**src/rtl/ps2_key_fifo_pkg.sv**
```systemverilog
// Shared constants for the PS/2 key FIFO: overflow-policy encodings, default
// sizes and the per-cycle action decode used by the FIFO controller.
package ps2_key_fifo_pkg;

  localparam int DROP_NEW       = 0;
  localparam int OVERWRITE_OLD  = 1;

  localparam int DEFAULT_DATA_W = 32;
  localparam int DEFAULT_DEPTH  = 8;

  typedef enum logic [2:0] {
    ACT_IDLE,
    ACT_PUSH,
    ACT_POP,
    ACT_PUSH_POP,
    ACT_DROP,
    ACT_OVERWRITE
  } fifo_act_e;

  // A pop frees a slot in the same cycle, so push+pop never overflows.
  function automatic fifo_act_e decode_act(input logic push,
                                           input logic pop,
                                           input logic is_full,
                                           input logic overwrite);
    fifo_act_e act;
    act = ACT_IDLE;
    if (push && pop)       act = ACT_PUSH_POP;
    else if (push && !is_full) act = ACT_PUSH;
    else if (push)         act = overwrite ? ACT_OVERWRITE : ACT_DROP;
    else if (pop)          act = ACT_POP;
    return act;
  endfunction

endpackage

```
**src/rtl/ps2_key_fifo_rise_detect.sv**
```systemverilog
// Rising-edge detector: one-cycle pulse on a 0->1 transition of in.
module rise_detect (
  input  logic clock,
  input  logic reset,
  input  logic in,
  output logic pulse
);

  logic in_q;

  always_ff @(posedge clock) begin
    if (reset) in_q <= 1'b0;
    else       in_q <= in;
  end

  // History clears to 0, so a strobe already high out of reset counts as an edge.
  assign pulse = in & ~in_q;

endmodule

```
**src/rtl/ps2_key_fifo.sv**
```systemverilog
// Key-code FIFO between the PS/2 receiver and the processor: one entry per
// strobe rising edge, show-ahead read, sticky overflow with selectable policy.
module ps2_key_fifo
  import ps2_key_fifo_pkg::*;
#(
  parameter int DATA_W   = DEFAULT_DATA_W,
  parameter int DEPTH    = DEFAULT_DEPTH,
  parameter int OVF_MODE = DROP_NEW
) (
  input  logic                       clock,
  input  logic                       reset,
  input  logic                       ps2_key_pressed,
  input  logic [DATA_W-1:0]          ps2_out,
  input  logic                       rd_en,
  output logic [DATA_W-1:0]          rd_data,
  output logic                       empty,
  output logic                       full,
  output logic [$clog2(DEPTH):0]     count,
  output logic                       ovf,
  input  logic                       clr_ovf
);

  localparam int PTR_W = $clog2(DEPTH);
  localparam int CNT_W = PTR_W + 1;

  logic [DATA_W-1:0] mem [DEPTH];
  logic [PTR_W-1:0]  head_q, tail_q;
  logic [CNT_W-1:0]  count_q;
  logic              ovf_q;

  logic              vld_p0;
  logic              pop;
  fifo_act_e         act;
  logic              wr_en, adv_head, cnt_inc, cnt_dec, set_ovf;

  rise_detect u_rise_detect (
    .clock (clock),
    .reset (reset),
    .in    (ps2_key_pressed),
    .pulse (vld_p0)
  );

  assign empty = (count_q == '0);
  assign full  = (count_q == CNT_W'(DEPTH));
  assign pop   = rd_en && !empty;

  always_comb begin
    act      = decode_act(vld_p0, pop, full, OVF_MODE == OVERWRITE_OLD);
    wr_en    = 1'b0;
    adv_head = 1'b0;
    cnt_inc  = 1'b0;
    cnt_dec  = 1'b0;
    set_ovf  = 1'b0;
    case (act)
      ACT_PUSH:      begin wr_en = 1'b1; cnt_inc = 1'b1; end
      ACT_POP:       begin adv_head = 1'b1; cnt_dec = 1'b1; end
      ACT_PUSH_POP:  begin wr_en = 1'b1; adv_head = 1'b1; end
      ACT_DROP:      set_ovf = 1'b1;
      ACT_OVERWRITE: begin wr_en = 1'b1; adv_head = 1'b1; set_ovf = 1'b1; end
      default:       ;
    endcase
  end

  // Stage p0 -> storage: key code captured on the edge-detect cycle.
  always_ff @(posedge clock) begin
    if (wr_en) mem[tail_q] <= ps2_out;
  end

  // Pointers wrap naturally since DEPTH is a power of two.
  always_ff @(posedge clock) begin
    if (reset) begin
      head_q  <= '0;
      tail_q  <= '0;
      count_q <= '0;
      ovf_q   <= 1'b0;
    end else begin
      if (wr_en)    tail_q <= tail_q + PTR_W'(1);
      if (adv_head) head_q <= head_q + PTR_W'(1);
      if (cnt_inc)      count_q <= count_q + CNT_W'(1);
      else if (cnt_dec) count_q <= count_q - CNT_W'(1);
      if (set_ovf)      ovf_q <= 1'b1;
      else if (clr_ovf) ovf_q <= 1'b0;
    end
  end

  assign rd_data = mem[head_q];
  assign count   = count_q;
  assign ovf     = ovf_q;

endmodule

```
**config.mk**
```make
export PLATFORM = sky130hd
export DESIGN_NAME = ps2_key_fifo
export DESIGN_NICKNAME = d
export VERILOG_FILES = /design/src/rtl/ps2_key_fifo_pkg.sv /design/src/rtl/ps2_key_fifo_rise_detect.sv /design/src/rtl/ps2_key_fifo.sv
export SDC_FILE = /design/constraint.sdc
export NUM_CORES = 1
export LEC_CHECK = 0
export ABC_AREA = 0
export CAP_MARGIN = 20
export CORE_ASPECT_RATIO = 1.4
export CORE_MARGIN = 2
export CORE_UTILIZATION = 58
export DETAILED_ROUTE_END_ITERATION = 7
export PLACE_DENSITY = 0.82
export SETUP_SLACK_MARGIN = 0.5
export SYNTH_ARGS = -nofsm -noshare
export SYNTH_HDL_FRONTEND = slang
export SYNTH_SLANG_ARGS = --single-unit
```
**constraint.sdc**
```tcl
create_clock -name clock -period 6.1 [get_ports clock]
set_clock_uncertainty 0.15 [all_clocks]
set_input_delay 0.61 -clock clock [delete_from_list [all_inputs] [get_ports clock]]
set_output_delay 0.61 -clock clock [all_outputs]
set_load 0.02 [all_outputs]
```
==> results.txt, run 1 <==
Run status: complete, no violations
Post-synthesis async set-or-reset flop share: 0%
Hold WC Path Type: flop to flop
H-tree depth: 1
Global-route wire length before repair: 29.66 mm
CTS Hold Bufs: 0
Root buffer cell: clkbuf_16
Crit path to: rd_data[5]
F_max: 253.1 MHz
Dpl cell area: 0.01146 mm2
ANT nets after route: 0
Hold Crit Start: ovf
Initial antenna violation count: 0
Worst Hold Depth: 2
Syn Nets: 496
Fin. max-slew vios: 0
Syn avg cell area: 22.78 um2
Post-synthesis cell type count: 33
Boundary Pins: 76
DRC: 0
Largest net degree at the start of global routing: 52
Reg2reg setup slack: 3.24 ns
DRT Pass-1 Iters: 4
Synth Cell Area: 0.01034 mm2
Sequential-to-total area share from yosys stat: 77.23%
FF-to-FF End: count[3]
CTS Buf Count: 23
DR WL/cell: 23.87 um
Std cell rows: 57
Reg clk slew, reported paths: 0.06 ns
CTS resizes: 0
Critical Setup Path Class: flop to primary output
Max-slew headroom: 31.54%
Inserted Diodes: 0
CP arrival: 3.19 ns
Most common cell after layout, fill and taps aside: edfxtp_1
Worst setup SP type: flop
Sink Count: 271
Hold Vio Cnt, Final: 0
Cell leakage power: 3.841 nW
Setup_tns: 0 ns
Setup Viol. Count Final: 0
#FFs+latches synth: 271
Synth warn: 0
I/O Buffers: 75
Switching part of the total: 24.63%
Psw: 1.131 mW
Ratio of cells with drive above 1 in the final layout: 28.37%
Nets: 591
Clk pwr share: 30.8%
Ys flop type: edfxtp_1
CP endpoint kind: primary output
Die ar.: 0.01893 mm2
Hpwl dp: 10.76 mm
GPL Wtd Cong: 0.7225
Die Wd: 116.9 um
Vias in the first global route: 5186
Layout area overhead: 18.19%
Buffer count from post-CTS setup fixing: 0
Fin crit period: 3.951 ns
Number of synthesized flops with an enable pin: 256
Worst Max-Slew Pin Slew: 1.027 ns
DIE HEIGHT: 162 um
VDD IR max: 337.0 uV
Clk_lat worst skew: 0.49 ns
Core box area: 0.01740 mm2
Pint: 3.461 mW
RSZ-0062 raised after global routing: no
CTS tree: built
Bufs on Longest Clock Path: 3
R2R cell count: 8
Worst r2r src: count[1]
Crit-path max FO: 38
Period utilisation layout: 64.77%
Via-per-instance ratio: 6.003
Combinational share of power: 21.6%
DR vias: 4802
Sequential share of power: 47.6%
Cells after Synth: 454
WL final: 19.10 mm
Final Util: 70.25%
Overflow after GRT: 0
Power Dens Cells: 375.6 mW/mm2
Initial core utilization: 59.43%
Drt first-iter violations: 285
Final Cell Area: 0.01222 mm2
Max Cap Viol: 0
Most frequent cells in the layout: edfxtp_1 (256), clkdlybuf4s50_1 (75), mux4_2 (64)
Total GRT Usage: 21.36%
Worst endpoint required time: 5.34 ns
==> worst min-delay path by stage <==
stage | to | slack, ns
3_3_place_gp | ovf | 0.34
2_1_floorplan | flop | 0.34
5_1_grt | ovf | 0.39
6_report | ovf | 0.35
4_1_cts | ovf | 0.36
3_5_place_dp | ovf | 0.34
==> metrics by stage <==
step	hold WS (ns)	worst slack (ns)	power [mW]	cells
2_1_floorplan	0.3402	1.276	2.849	454
3_3_place_gp	0.3361	2.428	3.165	759
3_5_place_dp	0.3390	2.420	3.199	759
4_1_cts	0.3552	1.827	4.614	799
5_1_grt	0.3855	2.061	4.754	800
6_report	0.3480	2.149	4.592	800
==> cell usage after synthesis (all sizes together), types with 3 or more instances <==
library cell,instances,area [um2]
edfxtp,256,7687
mux4,64,1441
dfxtp,15,300.3
ha,4,50.05
nor3,7,35.03
clkbuf,11,41.29
mux2i,3,30.03
o21ai,6,33.78
xor2,4,35.03
nor2,14,52.55
mux2,32,360.4
buf,9,50.04
inv,4,15.01
nor2b,3,18.77
==> area by class of cell <==
type / instances / area (um2)
clock buffers: 31 / 645.6
clock inverters: 9 / 93.84
fillers: 1038 / 5177
inverters: 4 / 15.01
multi-input cells: 159 / 2297
flip-flops and latches: 271 / 7994
well taps: 236 / 295.3
repair buffers: 90 / 883.3
==> power by group through the flow <==
| stage | registers [mW] | clock network [mW] | logic (mW) |
|---|---|---|---|
| floorplan | 2.20 | 0 | 0.648 |
| global placement | 2.27 | 0 | 0.895 |
| detailed placement | 2.28 | 0 | 0.922 |
| CTS | 2.24 | 1.43 | 0.940 |
| global route | 2.20 | 1.51 | 1.05 |
| finish | 2.19 | 1.42 | 0.990 |
==> flip-flops by register name, summed over array words and instances (netlist names), named ones only <==
name                flops
mem                   256
count                   4
head_q                  3
tail_q                  3
ovf                     1
u_rise_detect.in_q      1
==> kinds of logic after synthesis <==
family | after synthesis | share of synthesized area [%]
and+or+nand+nor | 36 | 1.839
xor gates and xnor gates | 5 | 0.4234
buffers and inverters | 24 | 1.028
AOI/OAI and AO/OA | 14 | 1.089
DFF | 271 | 77.23
muxes | 99 | 17.71
adders and majority gates | 5 | 0.6775
==> worst max-delay path, stage by stage, from the launching register on <==
cell and delay (ns):
dfxtp_2 0.79, buf_4 0.58, mux4_2 0.41, mux2_2 0.32, clkdlybuf4s50_1 0.55
==> routing by layer <==
metal	wire, um	GRT usage [%]
met1	7429	27.88
met2	10200	36.78
met3	976	3.507
met4	492	7.112
met5	0	0
No activity file was read; power rests on OpenSTA's default activity.
==> run 2, diff against run 1 <==
--- a/config.mk
+++ b/config.mk
@@ -9,9 +9,9 @@
 export CAP_MARGIN = 20
 export CORE_ASPECT_RATIO = 1.4
 export CORE_MARGIN = 2
-export CORE_UTILIZATION = 58
+export CORE_UTILIZATION = 52
 export DETAILED_ROUTE_END_ITERATION = 7
-export PLACE_DENSITY = 0.82
+export PLACE_DENSITY = 0.78
 export SETUP_SLACK_MARGIN = 0.5
 export SYNTH_ARGS = -nofsm -noshare
 export SYNTH_HDL_FRONTEND = slang
==> constraint.sdc (replaced) <==
create_clock -name clock -period 3.43 [get_ports clock]
set_clock_uncertainty 0.15 [all_clocks]
set_input_delay 0.343 -clock clock [delete_from_list [all_inputs] [get_ports clock]]
set_output_delay 0.343 -clock clock [all_outputs]
set_load 0.02 [all_outputs]
==> run 2 against run 1 <==
Effect of this change: worst setup slack got worse by 1.8 ns; largest cell class unchanged; flip-flop and latch count unchanged; die area increased by 11%; sequential share of layout area decreased by 1.8 points; clock power increased by 78%; combinational power increased by 95%; critical path type unchanged; via count increased by 2.7%; routed wire length increased by 8.4%; power increased by 82%.
==> results.txt, run 2 (same netlist as run 1, synthesis figures left out) <==
Drt first-iter violations: 434
Clk_lat worst skew: 0.50 ns
DR WL/cell: 24.65 um
Layout area overhead: 21.66%
Core box area: 0.01969 mm2
Grt met2 use: 35.43%
Run status: complete, no violations
Grt met3 use: 3.533%
Worst setup SP type: flop
Dpl cell area: 0.01162 mm2
Die ar.: 0.02105 mm2
Total power: 8.341 mW
Reg clk slew, reported paths: 0.07 ns
Initial core utilization: 52.52%
Crit-path max FO: 12
Worst slack, placed: 0.3256 ns
Fillcell total: 1310
Final Cell Area: 0.01258 mm2
DIE HEIGHT: 170.9 um
Boundary Pins: 76
Critical Setup Path Class: flop to primary output
DRC: 0
Max-slew headroom: 42.43%
Hpwl dp: 11.75 mm
Sequential share of power: 46.5%
Hold Vio Cnt, Final: 0
F_max: 326.2 MHz
R2R cell count: 8
Setup_tns: 0 ns
Psw: 2.139 mW
Nets: 612
Final Util: 63.90%
Final worst slack: 0.3643 ns
GR peak layer: met2
Hold_ws: 0.2705 ns
Sink Count: 271
Worst r2r src: count[1]
Initial antenna violation count: 1
Vias in the first global route: 5345
Switching part of the total: 25.65%
Hold Crit Start: ps2_key_pressed
Die Wd: 123.2 um
Hold path endpoint: u_rise_detect.in_q
Clk pwr share: 30.3%
RSZ-0062 raised after global routing: yes
Most common cell after layout, fill and taps aside: edfxtp_1
Worst path slowest cell: clkdlybuf4s50_1
GPL Wtd Cong: 0.7882
Max Cap Viol: 0
Worst Hold Depth: 2
Fin crit period: 3.066 ns
DR vias: 4931
Inserted Diodes: 0
CTS Hold Bufs: 0
CTS Buf Count: 24
Combinational share of power: 23.2%
I/O Buffers: 75
Power Dens Cells: 662.9 mW/mm2
Worst Max-Slew Pin Slew: 0.8598 ns
Via-per-instance ratio: 5.870
Bufs on Longest Clock Path: 3
Reg2reg setup slack: 0.61 ns
CTS tree: built
Setup Viol. Count Final: 0
WL final: 20.71 mm
Ratio of cells with drive above 1 in the final layout: 30.95%
Fin. max-slew vios: 0
Worst path max stage delay: 0.56 ns
Most frequent cells in the layout: edfxtp_1 (256), mux4_2 (64), clkdlybuf4s50_1 (53)
Global-route wire length before repair: 30.63 mm
CP arrival: 2.57 ns
Largest reg by FF count: mem
DRT Pass-1 Iters: 4
Period utilisation layout: 89.38%
ANT nets after route: 0
Met1 usage: 25.14%
Non-Filler Instances: 840
Worst endpoint required time: 2.94 ns
Cell leakage power: 4.132 nW
Root buffer cell: clkbuf_16
Total GRT Usage: 19.77%
CP endpoint kind: primary output
Std cell rows: 61
Overflow after GRT: 0
Dpl cells: 783
FF-to-FF End: count[3]
CP Cell Sequence: clkbuf_16 > mux4_2 > mux2_2 > clkdlybuf4s50_1
VDD IR max: 473.9 uV
Hold WC Path Type: input port to flop
Largest net degree at the start of global routing: 26
Pint: 6.201 mW
H-tree depth: 1
Number of flip-flops in the largest register: 256
## run 2: cell count changes in the layout (fill, tap and decap cells not counted), sizes merged
cell / before / now
dlymetal6s2s: 0 / 15
inv: 4 / 5
dlygate4sd2: 0 / 7
clkinvlp: 1 / 2
bufinv: 2 / 1
clkdlybuf4s50: 75 / 53
clkbuf: 31 / 32
buf: 15 / 32
clkinv: 6 / 11
## run 2: how the worst max path moves through the flow
stage	startpoint	endpoint	slack (ns)	cells past startpoint
floorplan	count[1]	mem[2][0]	-0.38	3
finish	flop	rd_data[1]	0.36	4
global route	flop	rd_data[1]	0.30	4
CTS	flop	rd_data[9]	0.32	4
detailed placement	ps2_key_pressed	count[3]	0.33	9
global placement	ps2_key_pressed	count[3]	0.47	9
## run 2: power groups by stage
stage | clock network [mW] | registers [mW] | logic, mW
4_1_cts | 2.57 | 3.87 | 1.86
6_report | 2.53 | 3.88 | 1.93
3_3_place_gp | 0 | 3.94 | 1.76
5_1_grt | 2.69 | 3.89 | 2.07
2_1_floorplan | 0 | 3.91 | 1.15
3_5_place_dp | 0 | 3.96 | 1.79
## run 2: metal layers
metal	vias to the layer above	wire, um
met3	19	1213
met4	2	210
li1	2137	-
met1	2603	7689
met5	-	13
met2	170	11580
## run 2: area by class of cell
class	count	area [um2]	share of cell area [%]
clock buffer	29	640.6	5.091
sequential	271	7996	63.55
tap	252	315.3	2.506
timing repair buffer	110	1200	9.537
multi-input combinational	159	2312	18.38
inverter	4	15.01	0.1193
clock inverter	15	102.6	0.8154
## run 2: timing repair
action                     in CTS  in global routing
resized for setup               9                 16
setup endpoints to repair      32                 26
pin swaps                       0                  1
buffers inserted                4                  5
gates cloned                    1                  3
## run 2: worst max-delay path, delay by kind of cell (launching register included)
kind	cells	cell delay [ns]
muxes	2	0.79
buffers and inverters	2	0.80
DFF	1	0.48
==> RTL change 1, RTL diff (settings of run 2) <==
Change the package constant `DEFAULT_DEPTH` from 8 to 4.
--- a/src/rtl/ps2_key_fifo_pkg.sv
+++ b/src/rtl/ps2_key_fifo_pkg.sv
@@ -8,3 +8,3 @@
   localparam int DEFAULT_DATA_W = 32;
-  localparam int DEFAULT_DEPTH  = 8;
+  localparam int DEFAULT_DEPTH  = 4;
 
Interface: changed (resized count); port bits go from 76 to 75. No check against the original RTL was run, so the function may have changed too.
==> RTL change 1 against run 2 <==
Global-route usage fell by 1.7 points; routed wire length decreased by 56%; register-to-register slack better by 670 ps; final area fell by 46%; utilization is 4.5 points higher; power shrank 37%; area after synthesis fell by 50%; critical endpoint is now rd_data[0]; sequential cell count is 132 lower; fmax rose by 10%; worst setup slack better by 290 ps.
==> RTL change 1: results (changes against run 2) <==
[global_route]
grt_first_pass_wirelength_um=13800  ; -55%
grt_usage_pct=18.1  ; -1.7 points
grt_max_degree=33  ; +27%
antenna_found_initial=0  ; -1
grt_pass1_vias=2666  ; -50%

[power]
clkPwrFrac_pct=35.2  ; +4.9 points
powerClk_mw=1.85  ; -27%
ir_drop_mv=0.546  ; +15%
comb_cell_power_mw=1.34  ; -31%
swShare_pct=25.9  ; +0.20 points
p_leak_nw=2.21  ; -47%

[synthesis]
synth.area.top_cells=edfxtp_1 (74%), mux4_2 (14%), dfxtp_1 (4.2%)
synth-seq-area-share_pct=77.9  ; +0.64 points
synthCells=231  ; -49%
async_flop_share_pct=0  ; unchanged
yosys-top-cells-count=edfxtp_1 (128), mux4_2 (32), dfxtp_1 (11), nor2_1 (8)
synth_edf_count=128  ; -50%
yosysUniqueCellTypes=29  ; -12%
synth_fp_nets=273  ; -45%

[routing]
wl_um=9050  ; -56%
num_vias=2485  ; -50%
post_drt_wl_per_cell_um=19.3  ; -22%
drt_iter0_markers=158  ; -64%

[critical_path]
crit_slowest_cell=dfxtp_2
reg2reg_slack_ps=1280  ; +670 ps
critPathLaunchType=flop
cp_top_family=flip-flops
worstReg2RegEnd=count[2]$_SDFFE_PP0P_
endpoint=rd_data[0]
cp_max_fo=32  ; +20
critPathMaxStageDelay_ps=860  ; +300 ps
critical_path_arrival_ps=2290  ; -280 ps
reg2reg_depth=6  ; -2

[outcome]
outcome=finished, final reports clean

[finish]
largest_reg_flops=128  ; -50%
nNetsFinal=364  ; -41%
drive_gt1_share_pct=23.4  ; -7.6 points

[clocking]
h-tree-depth=4  ; +3
clock_latency_ps=400  ; -100 ps
post_cts_resize_count=0  ; -9
cts_inserted_buffers=17  ; -29%
post-cts-setup-buffers=0  ; -4
clk_pin_slew_ps=50  ; -20 ps

[placed_design]
dp.cells=438  ; -44%
dp_hpwl_um=5570  ; -53%
placed_cell_area_mm2=0.00613  ; -47%
io_buffers=74  ; -1.3%
place_congestion=0.714  ; -9.5%
place_ws_ps=844  ; +518 ps

[sta]
holdWs_ps=337  ; +66.0 ps
maxSlewHeadroom_pct=46.1  ; +3.6 points

[hold_path]
hold_class=flop to flop
holdPathEnd=ovf$_SDFFE_PP0P_

RTL change 1: per-layer routing:
layer	part of all wire [%]	vias up	global-route usage, %
li1	-	1125	-
met1	40	1274	21.2
met2	54	74	30.1
met3	4.3	12	6.39
met4	1.6	0	7.58
met5	0	-	0
RTL change 1: layout make-up:
class	instances	area [µm²]
flip-flops and latches	139	4070
fillers	617	3110
multi-input cells	79	1080
repair buffers	81	793
clock buffers	18	429
clock inverters	13	176
well taps	135	169
inverters	4	15.0
RTL change 1: kinds of logic after synthesis:
logic type | synth area share (%)
AO/OA/AOI/OAI | 0.959
XOR/XNOR | 0.671
adder cells (fa/ha/maj) | 1.34
buffers and inverters | 1.37
flip-flops | 77.9
multiplexers | 14.6
AND/OR/NAND/NOR | 3.19
RTL change 1: worst min-delay path: stages, from the launching register on:
cell and delay [ps]:
dfxtp_1 320, nand2b_1 70, a21oi_1 50
==> RTL change 2, RTL diff (flow settings as in run 2) <==
Made on the original files. Make the reset (`reset`) asynchronous in 2 clocked blocks.
--- a/src/rtl/ps2_key_fifo_rise_detect.sv
+++ b/src/rtl/ps2_key_fifo_rise_detect.sv
@@ -10,3 +10,3 @@
 
-  always_ff @(posedge clock) begin
+  always_ff @(posedge clock or posedge reset) begin
     if (reset) in_q <= 1'b0;
--- a/src/rtl/ps2_key_fifo.sv
+++ b/src/rtl/ps2_key_fifo.sv
@@ -69,3 +69,3 @@
   // Pointers wrap naturally since DEPTH is a power of two.
-  always_ff @(posedge clock) begin
+  always_ff @(posedge clock or posedge reset) begin
     if (reset) begin
Function: differs if reset is asserted again (counterexample within 4 cycles, from zero or initial values and one cycle with reset high); with reset held inactive, the same outputs for 4 cycles.
==> RTL change 2 against run 2 <==
Power rose by 22%; area after synthesis down 0.81%; final area shrank 1.3%; critical endpoint is now rd_data[19]; count of clock-buffer cells in the layout rose by 2; via count fell by 2.9%; worst setup slack better by 140 ps; critical path type unchanged; highest routed layer is now met4; routed wire length fell by 2.9%; sequential cell count fell by 3; utilization is 0.49 points higher; critical path depth increased by 1; non-clock buffer count rose by 6.
==> RTL change 2: results (changes against run 2) <==
[finish]
largest_register=mem
n_fill_cell=1208  ; -7.8%
nNetsFinal=600  ; -2.0%
largest_reg_flops=256  ; unchanged
drive_gt1_share_pct=35.6  ; +4.6 points

[critical_path]
reg2reg_slack_ps=760  ; +150 ps
timing.rr.start=count[0]$_DFFE_PP0P_
worstReg2RegEnd=count[3]$_DFFE_PP0P_
critical_path_arrival_ps=2430  ; -140 ps

[synthesis]
synth.area.top_cells=edfxtp_1 (75%), mux4_2 (14%), mux2_2 (3.6%)
yosysUniqueCellTypes=29  ; -12%
avgSynthCellArea_um2=23.6  ; +3.8%
synth_fp_nets=476  ; -4.0%
async_flop_share_pct=4.48  ; +4.5 points
ys_warn_count=0  ; unchanged
synth-seq-area-share_pct=77.9  ; +0.63 points
yosys-top-cells-count=edfxtp_1 (256), mux4_2 (64), mux2_2 (33), dfrtp_1 (12)

[power]
p_leak_nw=4.10  ; -0.81%
ir_drop_mv=0.661  ; +40%

[global_route]
grt_first_pass_wirelength_um=30800  ; +0.49%
grt_max_degree=29  ; +12%
grt_pass1_vias=5327  ; -0.34%
antenna_found_initial=2  ; +1
grt_usage_pct=20.2  ; +0.39 points

[outcome]
outcome=finished, final reports clean

[routing]
drt_iter0_markers=394  ; -9.2%
viasPerCell=5.79  ; -1.3%
first_pass_iters=5  ; +1
wl_um=20100  ; -2.9%

[clocking]
ctsRootBufferMaster=clkbuf_16

[hold_path]
hold_class=input port to async pin

[sta]
maxSlewHeadroom_pct=55.7  ; +13 points

[placed_design]
dp_hpwl_um=11600  ; -1.3%
place_congestion=0.714  ; -9.4%
place_ws_ps=513  ; +188 ps

## RTL change 2: cell count changes after synthesis, sizes merged, moves of 4 or more
cell,before,now
nor2,14,7
dfrtp,0,12
dfxtp,15,0
o21ai,6,2
xnor2,1,5
nand2,1,7
## RTL change 2: through the flow
stage | util (%) | area, µm² | setup TNS [ps] | instances | hold slack (ps)
floorplan | - | 10300 | -31880 | 434 | 57.7
global placement | 59.9 | 11600 | 0 | 765 | 376
detailed placement | 59.9 | 11600 | 0 | 765 | 405
CTS | 64.2 | 12400 | 0 | 818 | 43.0
global route | 64.4 | 12400 | 0 | 825 | 68.2
finish | 64.4 | 12400 | 0 | 826 | 34.1
## RTL change 2: cells by family after synthesis
kind of cell	after synthesis	synth area share (%)
flops	268	77.9
mux	100	18.1
simple gates	25	1.35
buf+inv	23	0.939
xor+xnor	7	0.598
compound gates	6	0.500
fa+ha+maj	5	0.683
## RTL change 2: final cells by class
type | instances | area (µm²) | share of cell area [%]
antenna | 2 | 5.00 | 0.0403
clock buffer | 31 | 648 | 5.22
clock inverter | 13 | 126 | 1.02
inverter | 5 | 18.8 | 0.151
multi-input combinational | 143 | 2240 | 18.0
sequential | 268 | 8000 | 64.4
tap | 248 | 310 | 2.50
timing repair buffer | 116 | 1080 | 8.69
## RTL change 2: critical path: stages, from the launching register on
cell,delay [ps]
dfrtp_4,500
buf_12,170
buf_4,140
mux4_2,500
mux2_2,280
dlygate4sd2_1,330
## RTL change 2: where the power goes
part,total [mW],switching [mW],internal [mW]
Sequential,4.18,0.287,3.89
Clock,2.61,1.12,1.50
Combinational,3.38,1.62,1.76
## RTL change 2: timing repair
item,in CTS,in global routing
resized for setup,52,16
setup buffers,8,6
gates cloned,1,0
endpoints found under the setup margin,32,11
## RTL change 2: worst max path at each step
stage	slack, ps	from	end
3_3_place_gp	570	head_q[0]$_DFFE_PP0P_	rd_data[22]
3_5_place_dp	510	head_q[0]$_DFFE_PP0P_	rd_data[26]
2_1_floorplan	-330	count[0]$_DFFE_PP0P_	mem[1][0]$_DFFE_PP_
6_report	500	head_q[0]$_DFFE_PP0P_	rd_data[19]
4_1_cts	320	head_q[0]$_DFFE_PP0P_	rd_data[26]
5_1_grt	460	head_q[0]$_DFFE_PP0P_	rd_data[19]
## RTL change 2: layer usage
metal | wire, µm | vias to the layer above | global-route usage [%]
met5 | 0 | - | 0
li1 | - | 2081 | -
met4 | 584 | 0 | 8.55
met3 | 1250 | 37 | 2.92
met1 | 7300 | 2482 | 25.2
met2 | 11000 | 186 | 35.0
